### src/rtl/event_unpack_expand.sv
// Unpacks an MSB-first stream of SAMPLE_BITS-wide samples into OUT_LANES x LANE_BITS output words.
// Optional build macro UNPACK_FRAME_COUNT_EN adds frame_count_o / pad_count_o statistics ports.
module event_unpack_expand #(
    parameter int IN_WIDTH    = 64,
    parameter int SAMPLE_BITS = 12,
    parameter int LANE_BITS   = 16,
    parameter int OUT_LANES   = 32,
    parameter int SIGN_EXTEND = 0
) (
    input  logic                           clk,
    input  logic                           rst,
    input  logic [IN_WIDTH-1:0]            s_axis_tdata,
    input  logic                           s_axis_tvalid,
    output logic                           s_axis_tready,
    input  logic                           s_axis_tlast,
    output logic [LANE_BITS*OUT_LANES-1:0] m_axis_tdata,
    output logic                           m_axis_tvalid,
    input  logic                           m_axis_tready,
    output logic                           m_axis_tlast,
    output logic [LANE_BITS*OUT_LANES/8-1:0] m_axis_tkeep,
    output logic                           pad_o,
    output logic                           frag_o
`ifdef UNPACK_FRAME_COUNT_EN
    ,
    output logic [31:0]                    frame_count_o,
    output logic [15:0]                    pad_count_o
`endif
);

    localparam int P    = SAMPLE_BITS * OUT_LANES;
    localparam int ACCW = P + IN_WIDTH;
    localparam int CW   = $clog2(ACCW + 1);
    localparam int OW   = LANE_BITS * OUT_LANES;
    localparam logic [CW-1:0] P_C  = CW'(P);
    localparam logic [CW-1:0] IN_C = CW'(IN_WIDTH);
    localparam logic [CW-1:0] S_C  = CW'(SAMPLE_BITS);

    // Accumulator is left-aligned: the oldest bit sits at acc_q[ACCW-1]; bits below cnt_q are zero.
    logic [ACCW-1:0] acc_q, acc_d, acc_rem;
    logic [CW-1:0]   cnt_q, cnt_d, cnt_rem;
    logic            pend_last_q, pend_last_d;
    logic [OW-1:0]   tdata_q, lanes;
    logic            tvalid_q, tlast_q, pad_q, frag_q;
    logic            accept, out_free, emit, empty_last, final_emit;

    assign s_axis_tready = !rst && !pend_last_q && (cnt_q < P_C);
    assign accept        = s_axis_tvalid && s_axis_tready;
    assign out_free      = !tvalid_q || m_axis_tready;
    assign emit          = out_free && ((cnt_q >= P_C) || (pend_last_q && (cnt_q != '0)));
    assign empty_last    = pend_last_q && (cnt_q == '0);
    assign final_emit    = emit && pend_last_q && (cnt_q <= P_C);

    always_comb begin
        acc_rem = acc_q;
        cnt_rem = cnt_q;
        if (emit) begin
            acc_rem = acc_q << P;
            cnt_rem = (cnt_q > P_C) ? (cnt_q - P_C) : '0;
        end
        acc_d = acc_rem;
        cnt_d = cnt_rem;
        // New word lands directly behind whatever survives this cycle's emission.
        if (accept) begin
            acc_d = acc_rem | (ACCW'(s_axis_tdata) << (P_C - cnt_rem));
            cnt_d = cnt_rem + IN_C;
        end
        pend_last_d = pend_last_q;
        if (accept && s_axis_tlast)
            pend_last_d = 1'b1;
        else if (empty_last || final_emit)
            pend_last_d = 1'b0;
    end

    genvar gi;
    generate
        for (gi = 0; gi < OUT_LANES; gi++) begin : g_lane
            localparam logic [CW-1:0] END_C = CW'((gi + 1) * SAMPLE_BITS);
            logic [SAMPLE_BITS-1:0] smp;
            logic                   lane_ok;
            assign smp     = acc_q[ACCW-1-gi*SAMPLE_BITS -: SAMPLE_BITS];
            // A sample only counts once all of its bits are present; partial ones read as zero.
            assign lane_ok = (cnt_q >= END_C);
            if (LANE_BITS > SAMPLE_BITS) begin : g_ext
                logic ext;
                assign ext = (SIGN_EXTEND != 0) && smp[SAMPLE_BITS-1];
                assign lanes[gi*LANE_BITS +: LANE_BITS] =
                    lane_ok ? {{(LANE_BITS-SAMPLE_BITS){ext}}, smp} : '0;
            end else begin : g_noext
                assign lanes[gi*LANE_BITS +: LANE_BITS] = lane_ok ? smp : '0;
            end
        end
    endgenerate

    always_ff @(posedge clk) begin
        if (rst) begin
            acc_q       <= '0;
            cnt_q       <= '0;
            pend_last_q <= 1'b0;
            tdata_q     <= '0;
            tvalid_q    <= 1'b0;
            tlast_q     <= 1'b0;
            pad_q       <= 1'b0;
            frag_q      <= 1'b0;
        end else begin
            acc_q       <= acc_d;
            cnt_q       <= cnt_d;
            pend_last_q <= pend_last_d;
            pad_q       <= 1'b0;
            frag_q      <= 1'b0;
            if (emit) begin
                tdata_q  <= lanes;
                tvalid_q <= 1'b1;
                tlast_q  <= final_emit;
                pad_q    <= final_emit && (cnt_q < P_C);
                frag_q   <= final_emit && ((cnt_q % S_C) != '0);
            end else if (m_axis_tready) begin
                tvalid_q <= 1'b0;
                tlast_q  <= 1'b0;
            end
        end
    end

    assign m_axis_tdata  = tdata_q;
    assign m_axis_tvalid = tvalid_q;
    assign m_axis_tlast  = tlast_q;
    assign m_axis_tkeep  = '1;
    assign pad_o         = pad_q;
    assign frag_o        = frag_q;

`ifdef UNPACK_FRAME_COUNT_EN
    logic [31:0] frame_count_q;
    logic [15:0] pad_count_q;

    always_ff @(posedge clk) begin
        if (rst) begin
            frame_count_q <= '0;
            pad_count_q   <= '0;
        end else begin
            if (tvalid_q && m_axis_tready && tlast_q)
                frame_count_q <= frame_count_q + 32'd1;
            if (pad_q && (pad_count_q != 16'hFFFF))
                pad_count_q <= pad_count_q + 16'd1;
        end
    end

    assign frame_count_o = frame_count_q;
    assign pad_count_o   = pad_count_q;
`endif

endmodule

### config.mk
export PLATFORM = sky130hd
export DESIGN_NAME = event_unpack_expand
export DESIGN_NICKNAME = d
export VERILOG_FILES = /design/src/rtl/event_unpack_expand.sv
export SDC_FILE = /design/constraint.sdc
export NUM_CORES = 2
export LEC_CHECK = 0
export BUFFER_PORTS_ARGS = -buffer_cell sky130_fd_sc_hd__buf_4
export CAP_MARGIN = 20
export CORE_ASPECT_RATIO = 2
export CORE_MARGIN = 4
export CORE_UTILIZATION = 25
export CTS_BUF_LIST = sky130_fd_sc_hd__clkbuf_4
export DETAILED_ROUTE_END_ITERATION = 7
export PLACE_DENSITY = 0.52
export SYNTH_ARGS = -nofsm -noshare
export SYNTH_HDL_FRONTEND = slang
export SYNTH_SLANG_ARGS = --single-unit
### constraint.sdc
create_clock -name clk -period 6.78 [get_ports clk]
set_input_delay 1.017 -clock clk [delete_from_list [all_inputs] [get_ports clk]]
set_output_delay 1.017 -clock clk [all_outputs]
set_load 0.02 [all_outputs]
==> results.yml <==
status:
  status: "completed"
floorplan:
  dieArea_um2: 163000
  die_h_um: 567
  die_w_um: 287
  core_um2: 155000
  num_io_pins: 650
  start_util: 0.252
  std_cell_rows: 204
cells_and_area:
  final_cells: 6950
  final_cell_area_um2: 47600
  nets: 4832
  final_util: 0.308
  drive_gt1_frac: 0.237
  synthToLayoutAreaGrowth_pct: 22.0
yosys:
  syn_inst: 4215
  seq_area_frac_synth: 0.434
  synth_edf_count: 0
  synth_seq_cells: 846
  async_flop_share: 0
  ys_types: 95
  syn-cell-area_um2: 39000
  ys.flop_type: "dfxtp_1"
  syn_area_per_cell_um2: 9.25
  yosysWarnings: 0
clock_tree:
  postCtsHoldBufs: 0
  cts_resized: 0
  numCtsBuffers: 190
  cts_buffer_depth: 4
  post_cts_buffers: 0
  h-tree-depth: 4
  clkSlewWorstSetupHoldPaths_ns: 0.08
  clkSinkCount: 846
  clk-insertion-delay-late_ns: 1.13
  cts_tree: "yes"
  cts_root_buffer: "clkbuf_4"
worst_hold_path:
  hold_depth: 3
  holdCritPathClass: "in2reg"
  hold_end: "pend_last_q"
  min-delay-start: "s_axis_tlast"
setup_path:
  start_kind: "flop"
  r2r_end: "acc_q[321]"
  reg2reg_slack_ns: 0.72
  worstPathRequired_ns: 7.72
  critPathMaxFanout: 70
  crit_type: "reg2reg"
  rr_worst_depth: 16
  end_kind: "flop"
  regToRegStartpoint: "cnt_q[7]"
  crit_arrival_ns: 7.00
route:
  first_iter_violations: 4160
  wire_per_inst_um: 32.4
  vias: 38700
  detail-route-antenna-nets: 0
  drc: 0
  routed_wl_um: 225000
  avgViaCountPerCell: 5.57
  first_pass_iters: 6
sta:
  tightestPinTransition_ns: 1.26
  fmax_mhz: 165
  period_minus_slack_ns: 6.06
  rsz0062_at_grt: "false"
  maxSlewViolCount: 0
  setup-tns-final_ns: 0
  finalHoldViolCount: 0
  hold_slack_ns: 0.121
  period_share: 0.893
  setup_viol: 0
  finalClockSkew_ns: 0.199
  slew_headroom: 0.157
power:
  swShare: 0.288
  leakagePower_nw: 19.5
  peakVddDrop_mv: 0.101
  switching_power_mw: 2.97
  pwr-share-clk: 0.399
  p_int_mw: 7.35
  p_per_area_nw_per_um2: 217
  combPwrFrac: 0.103
  share_seq_of_total_power: 0.497
placed_design:
  dpl-instance-area_um2: 45200
  dp_hpwl_um: 172000
  place_congestion: 1.00
  dp.cells: 6622
  io_buffers: 457
global_route:
  grt_pass1_vias: 37200
  grt_overflow: 0
  grt_first_pass_wirelength_um: 305000
  antenna_found_initial: 11
  grt_usage: 0.263
  grt_max_degree: 83
flow_run:
  maxCapViolCount: 0
## cell usage after synthesis, types with 64 or more instances
master    number  share of area
dfxtp_1      846           0.43
nor2_1       201          0.019
nand3_1       64         0.0082
o21ai_0      304          0.039
buf_4        200          0.038
a21oi_1      141          0.018
a22oi_1      141          0.027
nand2_1      456          0.044
clkbuf_1     277          0.027
nor3_1        66         0.0085
a22o_1       440          0.099
o221ai_1      78          0.018
mux2i_1      184          0.047
## critical path, cell delays in order, from the launching register on
cell and delay, ns:
dfxtp_1 0.58, ha_1 0.57, and2b_1 0.32, a21oi_4 0.17, inv_1 0.10, ha_4 0.21
buf_12 0.20, mux2i_1 0.69, nor2_1 0.08, a211oi_1 0.84, nor2_1 0.07, mux2i_1 0.41
mux2_2 0.32, mux2i_1 0.12, o21ai_1 0.73, buf_4 0.31, o221ai_1 0.12
## power by group through the flow
| stage | Sequential, mW | Clock, mW | Combinational, mW |
|---|---|---|---|
| after floorplan | 5.20 | 0 | 0.664 |
| after global placement | 5.25 | 0 | 1.02 |
| after detailed placement | 5.25 | 0 | 1.03 |
| after CTS | 5.13 | 4.21 | 1.03 |
| after global routing | 5.14 | 4.41 | 1.10 |
| final | 5.14 | 4.12 | 1.07 |
## layer usage
| layer | global-route usage | vias up | wire length (um) |
|---|---|---|---|
| met2 | 0.429 | 2373 | 103000 |
| met3 | 0.0671 | 654 | 19800 |
| met1 | 0.282 | 18900 | 78700 |
| met4 | 0.223 | 12 | 23200 |
| li1 | - | 16700 | - |
| met5 | 0 | - | 88 |
## final cells by class
| type | instances | area, um^2 |
|---|---|---|
| Sequential cell | 846 | 16900 |
| Tap cell | 2060 | 2580 |
| Clock buffer | 270 | 2030 |
| Inverter | 14 | 52.6 |
| Multi-Input combinational cell | 2985 | 20000 |
| Clock inverter | 53 | 345 |
| Timing Repair Buffer | 719 | 5610 |
| Antenna cell | 3 | 7.51 |
| Fill cell | 16500 | 107000 |
## metrics by stage
step           setup slack, ns  power, mW
2_1_floorplan             1.77       5.86
3_3_place_gp              1.05       6.27
3_5_place_dp              1.03       6.28
4_1_cts                  0.925       10.4
5_1_grt                  0.506       10.6
6_report                 0.723       10.3
## flip-flops by register name (all words and copies together), names as in the netlist
name           count
pad_o              1
m_axis_tdata     384
m_axis_tlast       1
pend_last_q        1
acc_q            448
m_axis_tvalid      1
cnt_q              9
frag_o             1
## placed cells by master, fill, tap and decap left out, drive strengths merged, types with 141 or more instances in the layout
cell type and count:
dfxtp 846, buf 719, nor2 203, a22o 440
conb 192, a22oi 141, nand2 457, mux2i 184
a21oi 142, o21ai 317, clkbuf 270
## logic make-up (layout without fill, tap and decap cells)
logic type / after synthesis / in the layout / share of synthesized area
XOR/XNOR: 9 / 9 / 0.00202
multiplexers: 263 / 263 / 0.0778
other: 2 / 195 / 0.000193
flip-flops: 846 / 846 / 0.434
AND/OR/NAND/NOR: 944 / 944 / 0.107
buffers and inverters: 574 / 1056 / 0.0767
adder cells (fa/ha/maj): 7 / 7 / 0.00225
AO/OA/AOI/OAI: 1570 / 1570 / 0.300
## worst max-delay path by stage
stage                             start          to  slack [ns]  cells after the start
after floorplan           m_axis_tready  acc_q[438]        1.77                     19
after global placement    m_axis_tready  acc_q[401]        1.05                     18
after detailed placement  m_axis_tready  acc_q[401]        1.03                     18
after CTS                      cnt_q[7]  acc_q[104]        0.92                     17
after global routing           cnt_q[7]  acc_q[321]        0.51                     16
final                          cnt_q[7]  acc_q[321]        0.72                     16
(Power assumes the default switching activity.)
